==> config.mk <==
export PLATFORM = sky130hd
export DESIGN_NAME = alu_sched
export DESIGN_NICKNAME = d
export VERILOG_FILES = /design/src/rtl/alu_sched.sv
export SDC_FILE = /design/constraint.sdc
export NUM_CORES = 1
export LEC_CHECK = 0
export BUFFER_PORTS_ARGS = -buffer_cell sky130_fd_sc_hd__buf_2
export CAP_MARGIN = 20
export CELL_PAD_IN_SITES_DETAIL_PLACEMENT = 2
export CELL_PAD_IN_SITES_GLOBAL_PLACEMENT = 2
export CORE_MARGIN = 10
export CORE_UTILIZATION = 27
export CTS_BUF_LIST = sky130_fd_sc_hd__clkbuf_2 sky130_fd_sc_hd__clkbuf_4 sky130_fd_sc_hd__clkbuf_8
export DETAILED_ROUTE_END_ITERATION = 10
export PLACE_DENSITY_LB_ADDON = 0.3
export REMOVE_ABC_BUFFERS = 1
export SLEW_MARGIN = 30
export SYNTH_ARGS = -nofsm -noshare
export SYNTH_HDL_FRONTEND = slang
export SYNTH_SLANG_ARGS = --single-unit
==> constraint.sdc <==
create_clock -name clk -period 4.34 [get_ports clk]
set_input_delay 0.217 -clock clk [delete_from_list [all_inputs] [get_ports clk]]
set_output_delay 0.217 -clock clk [all_outputs]
set_load 0.005 [all_outputs]
==> src/rtl/alu_sched.sv <==
// alu_sched: round-robin sharer of one combinational alu between two requesters; ALU_SCHED_STATS_EN adds grant counters
module alu_sched #(
    parameter int DW      = 32,
    parameter bit RR_INIT = 1'b1
) (
    input  logic          clk,
    input  logic          rst,
    input  logic          req0_valid,
    output logic          req0_ready,
    input  logic [DW-1:0] req0_instr,
    input  logic [DW-1:0] req0_a,
    input  logic [DW-1:0] req0_b,
    input  logic          req1_valid,
    output logic          req1_ready,
    input  logic [DW-1:0] req1_instr,
    input  logic [DW-1:0] req1_a,
    input  logic [DW-1:0] req1_b,
    output logic [DW-1:0] alu_instr,
    output logic [DW-1:0] alu_a,
    output logic [DW-1:0] alu_b,
    input  logic [DW-1:0] alu_result,
    input  logic          alu_zero,
    output logic          resp_valid,
    input  logic          resp_ready,
    output logic          resp_id,
    output logic [DW-1:0] resp_result,
    output logic          resp_zero,
    output logic          busy,
    output logic [15:0]   grant_cnt0,
    output logic [15:0]   grant_cnt1
);
    typedef enum logic [1:0] {IDLE, EXEC, RESP} state_t;
    state_t        state, state_nx;
    logic          last_id, id, grant, hs;
    logic [DW-1:0] op, a, b;

    always_ff @(posedge clk or posedge rst)
        if (rst) state <= IDLE;
        else     state <= state_nx;

    always_comb begin
        state_nx = state == IDLE ? (hs ? EXEC : IDLE) :
                   state == EXEC ? RESP :
                   (resp_ready ? IDLE : RESP);
    end

    always_comb begin
        grant      = (req0_valid && req1_valid) ? !last_id : req1_valid;
        req0_ready = state == IDLE && req0_valid && !grant;
        req1_ready = state == IDLE && req1_valid && grant;
        hs         = req0_ready || req1_ready;
        busy       = state != IDLE;
        alu_instr  = op;
        alu_a      = a;
        alu_b      = b;
    end

    always_ff @(posedge clk or posedge rst)
        if (rst) begin
            last_id     <= RR_INIT;
            id          <= 1'b0;
            op          <= '0;
            a           <= '0;
            b           <= '0;
            resp_valid  <= 1'b0;
            resp_id     <= 1'b0;
            resp_result <= '0;
            resp_zero   <= 1'b0;
        end else begin
            if (hs) begin
                op      <= grant ? req1_instr : req0_instr;
                a       <= grant ? req1_a : req0_a;
                b       <= grant ? req1_b : req0_b;
                id      <= grant;
                last_id <= grant;
            end
            if (state == EXEC) begin
                resp_result <= alu_result;
                resp_zero   <= alu_zero;
                resp_id     <= id;
                resp_valid  <= 1'b1;
            end
            if (state == RESP && resp_ready) resp_valid <= 1'b0;
        end

`ifdef ALU_SCHED_STATS_EN
    logic [15:0] cnt0, cnt1;
    always_ff @(posedge clk or posedge rst)
        if (rst) begin
            cnt0 <= '0;
            cnt1 <= '0;
        end else begin
            if (req0_ready && cnt0 != 16'hFFFF) cnt0 <= cnt0 + 16'd1;
            if (req1_ready && cnt1 != 16'hFFFF) cnt1 <= cnt1 + 16'd1;
        end
    assign grant_cnt0 = cnt0;
    assign grant_cnt1 = cnt1;
`else
    assign grant_cnt0 = '0;
    assign grant_cnt1 = '0;
`endif
endmodule

# Word-level counts from Yosys, hierarchy flattened
# Cells that the tools add are included.
[word_totals]
memories = 0
elab_cells = 34
latchBits = 0
romBits = 0
reg_bits = 135
input_bits = 230
mem_bits_rw = 0
[classes]
addsub = 0
magnitude_cmp = 0
multipliers = 0
shift = 0
eq_ne = 2
bitwise = 0
mux = 10
n_reduce_logical = 12
div_mod_pow = 0
[op_table]
columns = ["op", "n"]
rows = [
  ["two-way mux 32 bit", 3],
  ["logical AND 1 bit", 6],
  ["two-way mux 2 bit", 3],
  ["two-way mux 1 bit", 4],
  ["nonzero test 2 bit", 2],
  ["== test 2 x 1 -> 1 bit, second input constant", 1],
  ["== test 2 bit, second input constant", 1],
  ["logical NOT 1 bit", 2],
  ["logical NOT 2 bit", 1],
  ["logical OR 1 bit", 1],
]

# Longest topological paths before layout
[depth]
ltp_word = 7
mapped_depth = 6
mapped_depth_nobuf = 3

# Worst setup path before layout
# OpenSTA, ideal clock, no wires.
[synth_path]
path_type = "register -> register"
start = "reg last_id"
end = "reg a[14], in the netlist alu_a[14]"
path_slack_ps = 2640
stages_incl_launch_ff = 7
required_time_ps = 4215
arrival_ps = 1575
path_buffers = 3
setup_time_ps = 125
cell_sequence = "dfstp_2 -> a21bo_1 -> buf_6 -> buf_6 -> buf_6 -> mux2_4 -> mux2_4"
[synth_between]
elab_chain_len = 5
elab_cells_between_ends = 7
classes_between = "2 x mux; 5 x reduce/logical"
[synth_rtl]
columns = ["element", "line_no", "source"]
rows = [
  ["start: declaration", "34", "logic last_id, id, grant, hs;"],
  ["start signal: assignment", "75", "last_id <= grant;"],
  ["logical NOT 1 bit (*)", "48", "grant = (req0_valid && req1_valid) ? !last_id : req1_valid;"],
  ["two-way mux 1 bit (*)", "48", ""],
  ["logical NOT 1 bit", "49", "req0_ready = state == IDLE && req0_valid && !grant;"],
  ["logical AND 1 bit", "49", ""],
  ["logical OR 1 bit", "51", "hs = req0_ready || req1_ready;"],
  ["end signal: assignment", "72", "a <= grant ? req1_a : req0_a;"],
  ["end: declaration", "35", "logic [DW-1:0] op, a, b;"],
]
# Mark *: on every way between the ends. The rest lies on a longest branch, timed or not.
# A chain may end at the register's enable or synchronous reset.

# Final worst setup path
[layout_path]
start = "reg last_id"
end = "out req0_ready"
[layout_between]
elab_chain_len = 4
[layout_rtl]
columns = ["element", "line_no", "source"]
rows = [
  ["logical NOT 1 bit", "48", ""],
  ["two-way mux 1 bit", "48", ""],
  ["logical NOT 1 bit", "49", ""],
  ["logical AND 1 bit", "49", ""],
  ["end: declaration", "9", "output logic req0_ready,"],
]
# No other way between the ends.

==> results.txt <==
The top cell type's share of synthesized area is 51.1%. Leading register cell type out of synthesis: dfrtp_1. The global-route wire length before repair came out at 37.8 mm. In the final design database the tool counted 1061 nets. VDD sags by at most 0.233 mV.

From left edge to right edge, the die measures 176 µm. In this run, the number of DRC markers left after iteration 0 of detailed routing was 164. For the number of antenna violations at the first check in global routing, the log shows 4. Summed over all cells, the static leakage comes to 0.00459 µW. The most common cell in the synthesized netlist is mux2_2.

Number of global-route vias before repair: 6102. The logs give 5028 for the via total after detailed routing and 0.381 GHz for the top achievable clock speed. The count of TritonRoute iterations in the first routing pass was 4; the starting utilization of the core area was 27.2%.

STA classifies the critical path startpoint as a flip-flop. Subtracting the final worst setup slack from the clock period gives 2.63 ns. Clock latency on the worst-skew pair, taken at its later pin, is 0.44 ns. The H-tree level count is 4. The synthesized design spends more area on one cell type than any other, namely dfrtp_1.

In the routed layout, each cell is associated on average with a via count of 4.29. The register bit count reported by yosys was 135. The root buffer cell chosen for the clock tree is clkbuf_8. The final clock skew was 0.0146 ns. The final number of hold-violating endpoints came out at 0. The register clock-pin slew on the reported worst setup and hold paths works out to 0.10 ns.

The total die area was 31000 µm²; the fraction of the cycle the final worst path needs was 60.5%. The critical path data arrival time was 2.41 ns; the number of buffers on the longest clock path was 2. Power comes to 5950 µW. Cells with a size suffix above 1 make up 74.6% of the layout. Count of warnings emitted by yosys: 0. Summed over all layers, the routed wires come to 25.1 mm.

Die extent in y: 176 µm. The sequential share of the synthesized area is 51.5%, and the number of maximum-capacitance violations is 0. The synthesized area divided by synthesized cell count is 15.0 µm².

Slowest cell on the critical path: a21bo_4. The number of buffers inserted by port buffering is 363, and the average wire per standard cell is 21.5 µm. The logs give 6570 µm² for the post-synth design cell area and 15.8% for the aggregate global-route resource usage. Relative to the synthesized area, the layout overhead comes to 41.9%. At the worst endpoint, the required time is 4.12 ns.

CTS saw 135 sinks. Traced cell by cell, the critical path runs through a21bo_4 > buf_12 > and3_1 > buf_2. Post-CTS timing repair inserted 0 buffers for setup. Setup repair after global routing left no endpoint under its margin. The region available for standard cell placement spans 24100 µm². With fillers left out, the area of the finished cells amounts to 9320 µm². The power per unit of standard cell area was 638 nW/µm².

For the global placement routability congestion, the log shows 0.731. Synthesis handed over a netlist of 437 instances. The worst pin sits at a relative slew slack of 50.6%. The max-slew violation count was 0; the filler cell count was 2591. Once the clock tree was built, the resizer swapped 0 gates to a different size.

The setup total negative slack came out at 0 ns. For the pin with the worst max-slew slack, the measured transition is 0.741 ns. By count the netlist is led by mux2_2, dfrtp_1, mux2_4, buf_4, buf_2. TritonCTS built the clock tree. The total placed instance area was 8570 µm². Entering global routing, the biggest net connects 96 pins. The maximum fanout count along the critical path works out to 54. For the number of remaining DRC errors, the log shows 0. In this run the worst hold path is classified as input port to flip-flop.

The total overflow reported by the global router was 0; the CTS buffer count was 17. The run gives 0.0446 ns as the final hold slack. The setup path with the least slack is of type flip-flop to output pin. The worst setup path is captured at an output pin. In this run, synthesis inferred 0 flip-flops with an integrated enable. Cells fill 38.7% of the core in the end. Detailed placement ended at an HPWL of 19.2 mm. The placement row count is 57. In the post-synthesis netlist, the biggest area contributors are dfrtp_1, mux2_2, mux2_4. Setup violations remaining at the end of the flow were counted as 0. The flow ran to the end, and the final reports show no timing, DRC or antenna violations. Number of distinct library cells after synthesis: 22. In this design, the stage delay of the slowest critical-path cell is 0.57 ns. The detail route stage leaves a number of antenna-violating nets equal to 0. 396 I/O pins were placed. For this run, asynchronously set or reset flops after synthesis account for 100%.
==> metrics by stage <==
stage / cells / setup slack, ns
CTS: 1168 / 1.64
floorplan: 410 / 0.514
finish: 1171 / 1.71
detailed placement: 1101 / 1.94
global placement: 1101 / 2.05
global route: 1170 / 1.54
==> where the power goes <==
part | internal [µW] | total, µW | leakage [µW] | switching [µW]
Sequential | 1920 | 2280 | 0.00158 | 364
Combinational | 1500 | 2620 | 0.00281 | 1110
Clock | 432 | 1050 | 0.000195 | 618
==> worst max-delay path, delay by kind of cell (launching register included) <==
kind | cells | cell delay [ns]
flip-flops | 1 | 0.56
buffers and inverters | 2 | 0.50
AO/OA/AOI/OAI | 1 | 0.57
AND/OR/NAND/NOR | 1 | 0.22
==> sequential cells by signal (all words and copies together) (netlist names) <==
| signal | flops |
|---|---|
| alu_a | 32 |
| alu_b | 32 |
| alu_instr | 32 |
| resp_result | 32 |
| state | 2 |
| id | 1 |
| last_id | 1 |
| resp_id | 1 |
| resp_valid | 1 |
| resp_zero | 1 |
==> cells in the final DEF (no fill, tap or decap), types with 2 or more instances in the layout <==
cell / synthesis / layout
mux2_4: 36 / 36
dfrtp_1: 134 / 134
buf_12: 0 / 2
mux2_2: 190 / 190
inv_6: 0 / 5
clkbuf_8: 0 / 17
a21oi_1: 3 / 3
inv_1: 3 / 2
clkinv_4: 0 / 3
inv_8: 0 / 5
clkinv_8: 0 / 2
buf_4: 35 / 2
conb_1: 1 / 32
buf_2: 17 / 363
dlygate4sd3_1: 0 / 35
diode_2: 0 / 3
==> cell type report <==
| class | instances | area (µm²) | area share [%] |
|---|---|---|---|
| Antenna cell | 3 | 7.51 | 0.0806 |
| Inverter | 3 | 18.8 | 0.201 |
| Sequential cell | 135 | 3380 | 36.3 |
| Timing Repair Buffer | 402 | 2220 | 23.8 |
| Tap cell | 324 | 405 | 4.35 |
| Multi-Input combinational cell | 272 | 2900 | 31.1 |
| Clock inverter | 15 | 155 | 1.66 |
| Clock buffer | 17 | 234 | 2.51 |
==> path summary, 6_finish.rpt <==
kind                       slack [ns]  cells after the start                 from                          end
max                              1.71                      4  last_id$_DFFE_PP1P_                   req0_ready
min                              0.04                      2       alu_result[13]  resp_result[13]$_DFFE_PP0N_
max reg2reg                      1.93                      4  last_id$_DFFE_PP1P_        alu_b[10]$_DFFE_PP0P_
min reg2reg                      0.49                      1       id$_DFFE_PP0P_               id$_DFFE_PP0P_
max in group asynchronous        2.83                      4                  rst        alu_a[11]$_DFFE_PP0P_
min in group asynchronous        0.43                      3                  rst         alu_b[8]$_DFFE_PP0P_
==> layer usage <==
layer	vias to the layer above	global-route usage (%)	share of wire (%)
met2	236	29.0	53
li1	2270	-	-
met5	-	0	0.052
met1	2500	16.3	37
met3	20	6.36	8.6
met4	2	4.10	1.3
==> logic make-up after synthesis <==
group | after synthesis | synth area share (%)
muxes | 226 | 40.8
DFF | 135 | 51.5
buffers and inverters | 61 | 6.38
AOI/OAI and AO/OA | 8 | 0.781
and+or+nand+nor | 6 | 0.476
other | 1 | 0.0571
==> what timing repair did <==
| item | CTS | global route |
|---|---|---|
| hold buffers | 35 | 0 |
| endpoints found under the setup margin | 0 | 0 |
| hold endpoints to repair | 79 | 0 |
Note: power is estimated with default switching activity, not from simulation.
